File: src/rtl/sigmoid_sched_pkg.sv
// Shared types for the sigmoid scheduler: FSM state encoding and layer select codes.
// Latency: n/a (types and constants only).
// Backpressure: n/a.
package sigmoid_sched_pkg;

    localparam int DW_DEF = 32;
    localparam int NW_DEF = 16;

    localparam logic LAYER_HIDDEN = 1'b0;
    localparam logic LAYER_OUT    = 1'b1;

    typedef enum logic [2:0] {
        IDLE,
        FETCH,
        REQ,
        WAIT,
        WRITE,
        CMP,
        NEXT,
        DONE
    } state_t;

endpackage

File: src/rtl/sigmoid_sched_if.sv
// Bundle of control, accumulator-stream, sigmoid-unit and memory-write signals of the scheduler.
// Latency: n/a (wiring only).
// Backpressure: act_in valid/ready and sig_req valid/ready handshakes; sig_rsp has no ready.
// Ports: master = scheduler side (drives busy/done/layer_sel, act_in_ready, sig_req_*, mid_*, cls_*);
//        slave  = environment side (drives start, configs, act_in_valid/data, sig_req_ready, sig_rsp_*).
interface sigmoid_sched_if
    import sigmoid_sched_pkg::*;
#(
    parameter int DW = DW_DEF,
    parameter int NW = NW_DEF
);
    logic          start;
    logic [NW-1:0] num_samples;
    logic [NW-1:0] num_hidden;
    logic          busy;
    logic          done;
    logic          layer_sel;
    logic          act_in_valid;
    logic [DW-1:0] act_in_data;
    logic          act_in_ready;
    logic          sig_req_valid;
    logic          sig_req_ready;
    logic [DW-1:0] sig_req_data;
    logic          sig_rsp_valid;
    logic [DW-1:0] sig_rsp_data;
    logic          mid_we;
    logic [NW-1:0] mid_addr;
    logic [DW-1:0] mid_wdata;
    logic          cls_we;
    logic [NW-1:0] cls_addr;
    logic          cls_wdata;

    modport master (
        input  start, num_samples, num_hidden,
        input  act_in_valid, act_in_data,
        input  sig_req_ready, sig_rsp_valid, sig_rsp_data,
        output busy, done, layer_sel, act_in_ready,
        output sig_req_valid, sig_req_data,
        output mid_we, mid_addr, mid_wdata,
        output cls_we, cls_addr, cls_wdata
    );

    modport slave (
        output start, num_samples, num_hidden,
        output act_in_valid, act_in_data,
        output sig_req_ready, sig_rsp_valid, sig_rsp_data,
        input  busy, done, layer_sel, act_in_ready,
        input  sig_req_valid, sig_req_data,
        input  mid_we, mid_addr, mid_wdata,
        input  cls_we, cls_addr, cls_wdata
    );

endinterface

File: src/rtl/sigmoid_sched.sv
// Sequences one shared pipelined sigmoid unit over every activation of a two-layer classifier pass.
// Latency: 3 cycles per output activation (FETCH, REQ, WAIT), 4 per hidden one (+WRITE), unstalled.
// Backpressure: waits in FETCH on act_in_valid, holds sig_req stable in REQ until sig_req_ready,
//               waits in WAIT for sig_rsp_valid; one sigmoid request outstanding at most.
// Ports: clk, rst (async active-high); bus = sigmoid_sched_if.master carrying all other signals.
module sigmoid_sched
    import sigmoid_sched_pkg::*;
#(
    parameter int DW = DW_DEF,
    parameter int NW = NW_DEF
) (
    input  logic             clk,
    input  logic             rst,
    sigmoid_sched_if.master  bus
);

    localparam logic [NW-1:0] ONE = {{(NW-1){1'b0}}, 1'b1};

    state_t        r_state;
    logic [NW-1:0] r_ns;
    logic [NW-1:0] r_nh;
    logic [NW-1:0] r_i;
    logic [NW-1:0] r_n;
    logic          r_k;
    logic          r_layer;
    logic [DW-1:0] r_op;
    logic [DW-1:0] r_res;
    logic [DW-1:0] r_a;
    logic [DW-1:0] r_b;

    logic w_last_hidden;
    logic w_last_sample;
    logic w_a_gt_b;

    assign w_last_hidden = (r_n == (r_nh - ONE));
    assign w_last_sample = (r_i == (r_ns - ONE));
    assign w_a_gt_b      = (r_a > r_b);

    // Outputs decode only registered state, so nothing combinational reaches them from the inputs.
    assign bus.busy          = (r_state != IDLE) && (r_state != DONE);
    assign bus.done          = (r_state == DONE);
    assign bus.layer_sel     = r_layer;
    assign bus.act_in_ready  = (r_state == FETCH);
    assign bus.sig_req_valid = (r_state == REQ);
    assign bus.sig_req_data  = r_op;
    assign bus.mid_we        = (r_state == WRITE);
    assign bus.mid_addr      = r_n;
    assign bus.mid_wdata     = r_res;
    assign bus.cls_we        = (r_state == CMP);
    assign bus.cls_addr      = r_i;
    // Ties resolve to class 1.
    assign bus.cls_wdata     = ~w_a_gt_b;

    always_ff @(posedge clk or posedge rst) begin
        if (rst) begin
            r_state <= IDLE;
            r_ns    <= '0;
            r_nh    <= '0;
            r_i     <= '0;
            r_n     <= '0;
            r_k     <= 1'b0;
            r_layer <= LAYER_HIDDEN;
            r_op    <= '0;
            r_res   <= '0;
            r_a     <= '0;
            r_b     <= '0;
        end else begin
            case (r_state)
                IDLE: begin
                    if (bus.start) begin
                        r_ns    <= bus.num_samples;
                        r_nh    <= bus.num_hidden;
                        r_i     <= '0;
                        r_n     <= '0;
                        r_k     <= 1'b0;
                        r_layer <= (bus.num_hidden == '0) ? LAYER_OUT : LAYER_HIDDEN;
                        r_state <= (bus.num_samples == '0) ? DONE : FETCH;
                    end
                end
                FETCH: begin
                    if (bus.act_in_valid) begin
                        r_op    <= bus.act_in_data;
                        r_state <= REQ;
                    end
                end
                REQ: begin
                    if (bus.sig_req_ready) begin
                        r_state <= WAIT;
                    end
                end
                WAIT: begin
                    // Responses are only looked at here, so a stray one in any other state is dropped.
                    if (bus.sig_rsp_valid) begin
                        if (r_layer == LAYER_HIDDEN) begin
                            r_res   <= bus.sig_rsp_data;
                            r_state <= WRITE;
                        end else if (!r_k) begin
                            r_a     <= bus.sig_rsp_data;
                            r_k     <= 1'b1;
                            r_state <= FETCH;
                        end else begin
                            r_b     <= bus.sig_rsp_data;
                            r_state <= CMP;
                        end
                    end
                end
                WRITE: begin
                    if (w_last_hidden) begin
                        r_layer <= LAYER_OUT;
                        r_k     <= 1'b0;
                    end else begin
                        r_n <= r_n + ONE;
                    end
                    r_state <= FETCH;
                end
                CMP: begin
                    r_state <= NEXT;
                end
                NEXT: begin
                    if (w_last_sample) begin
                        r_state <= DONE;
                    end else begin
                        r_i     <= r_i + ONE;
                        r_n     <= '0;
                        r_k     <= 1'b0;
                        r_layer <= (r_nh == '0) ? LAYER_OUT : LAYER_HIDDEN;
                        r_state <= FETCH;
                    end
                end
                DONE: begin
                    r_state <= IDLE;
                end
                default: begin
                    r_state <= IDLE;
                end
            endcase
        end
    end

endmodule

File: src/flat_wrapper.sv
// flat-port wrapper written by rule: the top's interface ports become plain ports
module sigmoid_sched_flat import sigmoid_sched_pkg::*;
#(
    parameter int DW = DW_DEF,
    parameter int NW = NW_DEF
)
  (clk, rst, bus_start, bus_num_samples, bus_num_hidden, bus_act_in_valid, bus_act_in_data, bus_sig_req_ready, bus_sig_rsp_valid, bus_sig_rsp_data, bus_busy, bus_done, bus_layer_sel, bus_act_in_ready, bus_sig_req_valid, bus_sig_req_data, bus_mid_we, bus_mid_addr, bus_mid_wdata, bus_cls_we, bus_cls_addr, bus_cls_wdata);
  sigmoid_sched_if #(.DW(DW), .NW(NW)) bus_i ();
  input  logic clk;
  input  logic rst;
  input wire logic [$bits(bus_i.start)-1:0] bus_start;
  input wire logic [$bits(bus_i.num_samples)-1:0] bus_num_samples;
  input wire logic [$bits(bus_i.num_hidden)-1:0] bus_num_hidden;
  input wire logic [$bits(bus_i.act_in_valid)-1:0] bus_act_in_valid;
  input wire logic [$bits(bus_i.act_in_data)-1:0] bus_act_in_data;
  input wire logic [$bits(bus_i.sig_req_ready)-1:0] bus_sig_req_ready;
  input wire logic [$bits(bus_i.sig_rsp_valid)-1:0] bus_sig_rsp_valid;
  input wire logic [$bits(bus_i.sig_rsp_data)-1:0] bus_sig_rsp_data;
  output wire logic [$bits(bus_i.busy)-1:0] bus_busy;
  output wire logic [$bits(bus_i.done)-1:0] bus_done;
  output wire logic [$bits(bus_i.layer_sel)-1:0] bus_layer_sel;
  output wire logic [$bits(bus_i.act_in_ready)-1:0] bus_act_in_ready;
  output wire logic [$bits(bus_i.sig_req_valid)-1:0] bus_sig_req_valid;
  output wire logic [$bits(bus_i.sig_req_data)-1:0] bus_sig_req_data;
  output wire logic [$bits(bus_i.mid_we)-1:0] bus_mid_we;
  output wire logic [$bits(bus_i.mid_addr)-1:0] bus_mid_addr;
  output wire logic [$bits(bus_i.mid_wdata)-1:0] bus_mid_wdata;
  output wire logic [$bits(bus_i.cls_we)-1:0] bus_cls_we;
  output wire logic [$bits(bus_i.cls_addr)-1:0] bus_cls_addr;
  output wire logic [$bits(bus_i.cls_wdata)-1:0] bus_cls_wdata;
  assign bus_i.start = bus_start;
  assign bus_i.num_samples = bus_num_samples;
  assign bus_i.num_hidden = bus_num_hidden;
  assign bus_i.act_in_valid = bus_act_in_valid;
  assign bus_i.act_in_data = bus_act_in_data;
  assign bus_i.sig_req_ready = bus_sig_req_ready;
  assign bus_i.sig_rsp_valid = bus_sig_rsp_valid;
  assign bus_i.sig_rsp_data = bus_sig_rsp_data;
  assign bus_busy = bus_i.busy;
  assign bus_done = bus_i.done;
  assign bus_layer_sel = bus_i.layer_sel;
  assign bus_act_in_ready = bus_i.act_in_ready;
  assign bus_sig_req_valid = bus_i.sig_req_valid;
  assign bus_sig_req_data = bus_i.sig_req_data;
  assign bus_mid_we = bus_i.mid_we;
  assign bus_mid_addr = bus_i.mid_addr;
  assign bus_mid_wdata = bus_i.mid_wdata;
  assign bus_cls_we = bus_i.cls_we;
  assign bus_cls_addr = bus_i.cls_addr;
  assign bus_cls_wdata = bus_i.cls_wdata;
  sigmoid_sched #(.DW(DW), .NW(NW)) u_core (.clk(clk), .rst(rst), .bus(bus_i));
endmodule
File: config.mk
export PLATFORM = sky130hd
export DESIGN_NAME = sigmoid_sched_flat
export DESIGN_NICKNAME = d
export VERILOG_FILES = /design/src/rtl/sigmoid_sched_pkg.sv /design/src/rtl/sigmoid_sched_if.sv /design/src/rtl/sigmoid_sched.sv /design/src/flat_wrapper.sv
export SDC_FILE = /design/constraint.sdc
export NUM_CORES = 1
export LEC_CHECK = 0
export ABC_AREA = 0
export CAP_MARGIN = 25
export CORE_ASPECT_RATIO = 0.8
export CORE_MARGIN = 4
export CORE_UTILIZATION = 47
export DETAILED_ROUTE_END_ITERATION = 8
export PLACE_DENSITY = 0.77
export SLEW_MARGIN = 20
export SYNTH_ARGS = -nofsm -noshare
export SYNTH_HDL_FRONTEND = slang
export SYNTH_SLANG_ARGS = --single-unit
File: constraint.sdc
create_clock -name clk -period 6.8 [get_ports clk]
set_input_delay 1.36 -clock clk [delete_from_list [all_inputs] [get_ports clk]]
set_output_delay 1.36 -clock clk [all_outputs]
set_load 0.02 [all_outputs]
# --- Yosys cells after proc, flatten, opt, wreduce, memory -nomap -nowiden ---
# Index checks and enable logic that the tools add are counted.
totals:
  register_bits: 197
  out_inout_bits: 104
  rom_bits: 0
  in_bits: 102
  wordCells: 83
  latch_bits: 0
  mem_count: 0
  ramBits: 0
op_classes:
  shifts: 0
  div: 0
  reduce_logical: 19
  muxes: 27
  n_mul: 0
  add_sub_neg: 4
  n_eq_ne: 18
  bitwise_logic: 3
  order_cmp: 1
op_table:
  columns: ["cell", "count"]
  rows:
  - ["16-bit two-way mux", 4]
  - ["16-bit zero test", 3]
  - ["16-bit case mux with 3 select lines", 1]
  - ["16-bit by 1-bit adder with 16-bit output (second input constant)", 2]
  - ["16-bit == test", 2]
  - ["32-bit > comparator", 1]
  - ["16-bit case mux with 2 select lines", 1]
  - ["16-bit by 1-bit subtractor with 16-bit output (second input constant)", 2]
  - ["3-bit two-way mux", 8]
  - ["3-bit case mux with 8 select lines", 1]
  - ["4-bit AND reduction", 5]
  - ["3-bit == test (second input constant)", 4]
  - ["2-bit inequality test (second input constant)", 6]
  - ["1-bit two-way mux", 10]
  - ["3-bit by 2-bit == test with 1-bit output (second input constant)", 2]
  - ["3-bit AND reduction", 2]
  - ["6-bit AND reduction", 1]
  - ["3-bit nonzero test", 2]
  - ["2-bit by 1-bit inequality test with 1-bit output (second input constant)", 2]
  - ["1-bit case mux with 4 select lines", 1]
  - ["2-bit AND reduction", 2]
  - ["4-bit nonzero test", 1]
  - ["3-bit by 1-bit == test with 1-bit output (second input constant)", 1]
  - ["3-bit zero test", 1]
  - ["other kinds (5)", 7]

# --- Logic depth before layout (Yosys ltp) ---
logic_depth:
  ltp_word: 4
  depth_mapped: 12
  depth_no_buf: 10

# --- Worst setup path after synthesis ---
# OpenSTA, ideal clock, no wires.
synth_path:
  kind: "flip-flop to output port"
  startpoint: "register u_core.r_b[17]"
  endpoint: "output port bus_cls_wdata"
  n_path_buf: 0
  arrival_ps: 1896
  path_stages_with_launch: 11
  slack_ps: 3544
  path_cell_list: "dfrtp_1 inv_1 ha_1 a21o_1 a21o_1 a21oi_1 o21ai_0 a21o_1 a21oi_1 o21ai_0 o22ai_1"
synth_between:
  elab_chain_len: 2
synth_rtl:
  columns: ["element", "line", "text"]
  rows:
  - ["start: declaration", "sigmoid_sched.sv:29", "logic [DW-1:0] r_b;"]
  - ["start signal: assignment", "sigmoid_sched.sv:102", "r_b <= bus.sig_rsp_data;"]
  - ["32-bit > comparator", "sigmoid_sched.sv:37", "assign w_a_gt_b = (r_a > r_b);"]
  - ["1-bit inverter", "sigmoid_sched.sv:52", "assign bus.cls_wdata = ~w_a_gt_b;"]
  - ["end: declaration", "flat_wrapper.sv:30", "output wire logic [$bits(bus_i.cls_wdata)-1:0] bus_cls_wdata;"]
# No other way between the ends.

# --- Worst setup path in the final report ---
# Same ends and word-level chain as after synthesis.

==> metrics <==
number of antenna violations at the first check in global routing=0; accumulated negative setup slack=0 ns; cells along the critical path=inv_1 -> ha_1 -> a21o_1 -> a21o_1 -> a21oi_1 -> o21ai_0 -> a21o_1 -> a21oi_1 -> o21ai_0 -> o22ai_1 -> clkdlybuf4s50_1; cell with the most instances after synthesis=sky130_fd_sc_hd__dfrtp_1; hold-fix buffers at CTS=0; share of layout cells above drive strength 1=0.1637; longest individual stage delay on the worst path=0.64 ns; post-synth cell types=64; clock slew seen by the registers of the worst setup and hold paths=~0.090 ns; highest routed layer=met4; Setup CP Type=reg -> out; die extent in x=between 150 and 200 um; clock tree sinks=just under 200; hold crit path type=reg -> reg; multiplexer share of the synthesized area=0.1503; IR drop worst, VDD=0.2210 mV; post-synthesis share of cell area spent on full adders, half adders and majority gates=0.04561; post-DP HPWL=17.82 mm; DRT Pass-1 Iters=6; async set or reset register ratio after synthesis=1.000; final core area utilization=0.6229; Setup crit start kind=flop; maximum clock insertion buffer count=2; Seq/Total Area, Yosys=0.4992; Placed Instance Area=between 10000 and 15000 um^2; largest driver fanout on the critical path=2; average wire length per cell after detail routing=~18 um; sum of routed wire segments on met1=11.34 mm; Area growth syn-to-layout=30.56%; outcome=finished clean; clock period minus worst slack=4.339 ns; FP Rows=47; GR Util All Layers=0.2144; clock insertion delay at the later pin of the skew report=approximately 0.44 ns; count of endpoints failing setup in the final report=0; Maximum Capacitance Violations=0; register area=~5000 um^2; most frequent cells after synthesis=197 x sky130_fd_sc_hd__dfrtp_1, 128 x sky130_fd_sc_hd__mux2_2, 123 x sky130_fd_sc_hd__nand2_1; area share of xor/xnor cells in the synthesized design=0.03636; Clk Tree Root Cell=sky130_fd_sc_hd__clkbuf_16; synthesized cell area=9876 um^2; residual antenna-violating net count after detailed routing=0; Yosys warning total=0; routed wl met2=about 11 mm; capturing element type of the critical path=output port; leading cell types by total area after synthesis=sky130_fd_sc_hd__dfrtp_1 50%, sky130_fd_sc_hd__mux2_2 15%, sky130_fd_sc_hd__nand2_1 4.7%; dominant cell type by area after synthesis=sky130_fd_sc_hd__dfrtp_1; flip-flop cell with the highest count after synthesis=sky130_fd_sc_hd__dfrtp_1; met3 wirelength from detailed routing=about 1.9 mm; Remaining Overflow, GRT=0; post-synth net total=1053; pin slew with the least headroom to its limit=0.6911 ns; area occupied by multi-input gates=about 4600 um^2; clock tree from TritonCTS=built; Post CTS Setup Buffer Count=0; final cycle utilization of the critical path=0.6381; Worst Clk Skew=0.01030 ns; final slew viol count=0; most used cell, CP=sky130_fd_sc_hd__a21o_1; largest family of logic cells by synthesized area=simple AND/OR/NAND/NOR gates; leakage power=roughly 5.6 nW; post-synth top area share=0.4992; setup repair after global routing missed its margin=false; initial core utilization=0.4771; number of buffers created by CTS=17; Required @ worst endpoint=5.44 ns; post-cts sizing count=0; Die Span Y=137.7 um; Final Net Count=1249; die footprint=between 20000 and 25000 um^2; Final Routed Wirelength=between 20 and 25 mm; Max stage delay cell, worst path=sky130_fd_sc_hd__clkdlybuf4s50_1; core box area=a little over 20000 um^2; Mapped Avg Cell Area=10.79 um^2; Post-Synth Simple-Gate Area=0.1524; number of failing hold endpoints at the final stage=0; pin count of the biggest net entering global routing=76; post-route standard cell area excluding fillers=12890 um^2; worst slew slack as a fraction of its limit=0.5382; PortBufs=just over 200; post-synthesis instance total=just over 900; number of enable flip-flop cells after synthesis=0; detailed-route via count=around 7700; first-pass GRT wire length=around 40 mm; Max Fclk=230.5 MHz; number of top-level pins=a little over 200; initial detailed-routing violation count=slightly below 600; gp weighted congestion=0.8695; share of the synthesized area in compound gates (AO/OA/AOI/OAI)=0.08273; number of filler cells placed in the layout=between 1500 and 2000; Critical Path AT=between 2 and 3 ns; depth of the CTS H-tree=4; power density over cell area=between 400 and 500 nW/um^2; number of antenna repair diodes=0; number of global-route vias before repair=just under 8000; post-detailed-route via-to-cell ratio=approximately 5.6; drc violations=0; number of synthesized register bits=197
==> metal layers <==
| metal | vias to the layer above | global-route usage |
|---|---|---|
| met5 | - | 0 |
| met4 | 0 | 0.05499 |
| met3 | 24 | 0.05680 |
| met2 | 266 | 0.3323 |
| met1 | 3796 | 0.3017 |
| li1 | 3652 | - |
==> registers in the layout (all words and copies together), names as in the netlist <==
| register | count |
|---|---|
| u_core.bus.mid_wdata | 32 |
| u_core.bus.sig_req_data | 32 |
| u_core.r_a | 32 |
| u_core.r_b | 32 |
| u_core.bus.cls_addr | 16 |
| u_core.bus.mid_addr | 16 |
| u_core.r_nh | 16 |
| u_core.r_ns | 16 |
| u_core.r_state | 3 |
| u_core.bus.layer_sel | 1 |
| u_core.r_k | 1 |
==> critical path, delay by kind of cell (launching register included) <==
kind,cells,cell delay [ns]
flip-flops,1,0.35
buffers and inverters,2,0.69
adder cells (fa/ha/maj),1,0.30
AO/OA/AOI/OAI,8,1.21
==> metrics by stage <==
step | power (mW) | worst slack, ns | std cells | hold slack, ns
floorplan | 3.483 | 0.07105 | 915 | 0.4665
global placement | 4.323 | 2.977 | 1357 | 0.4802
detailed placement | 4.406 | 2.928 | 1359 | 0.4888
CTS | 5.479 | 2.424 | 1391 | 0.5077
global route | 5.841 | 2.272 | 1393 | 0.5210
finish | 5.454 | 2.461 | 1393 | 0.5072
==> kinds of logic (layout without fill, tap and decap cells) <==
family	after synthesis	after routing
AOI/OAI and AO/OA	129	129
xor gates and xnor gates	41	41
adders and majority gates	36	36
buffers and inverters	83	292
DFF	197	197
muxes	131	131
and+or+nand+nor	298	298
==> cell type report <==
type,count,share of cell area
Timing Repair Buffer,214,0.1696
Clock inverter,15,0.01543
Tap cell,269,0.02610
Clock buffer,17,0.03299
Inverter,46,0.01397
Multi-Input combinational cell,635,0.3595
Sequential cell,197,0.3823
==> path summary, 6_finish.rpt <==
check                          startpoint                         end  slack, ns  depth (start not counted)
setup / recovery           u_core.r_b[17]               bus_cls_wdata       2.46                         11
hold / removal             u_core.r_b[13]              u_core.r_b[13]       0.51                          1
setup reg to reg           u_core.r_nh[0]     u_core.bus.mid_addr[12]       3.10                         10
hold reg to reg            u_core.r_b[13]              u_core.r_b[13]       0.51                          1
max in group asynchronous             rst              u_core.r_ns[8]       4.35                          4
min in group asynchronous             rst  u_core.bus.sig_req_data[8]       1.38                          2
==> power by group <==
group | total [mW] | leakage [nW] | switching, mW | internal, mW
logic | 2.44 | 2.72 | 1.21 | 1.23
registers | 1.98 | 2.53 | 0.374 | 1.60
clock network | 1.04 | 0.301 | 0.532 | 0.508
==> placed cells by master (no fill, tap or decap), drive strengths merged, types with 18 or more instances in the layout <==
cell type,instances
nor2,35
mux2,128
inv,53
nand4,20
clkdlybuf4s50,205
nand3,19
xnor2,23
nand2,124
or3,21
nor3,18
a21oi,37
ha,36
xor2,18
dfrtp,197
o21ai,35
Power figures use the tool's default switching activity.
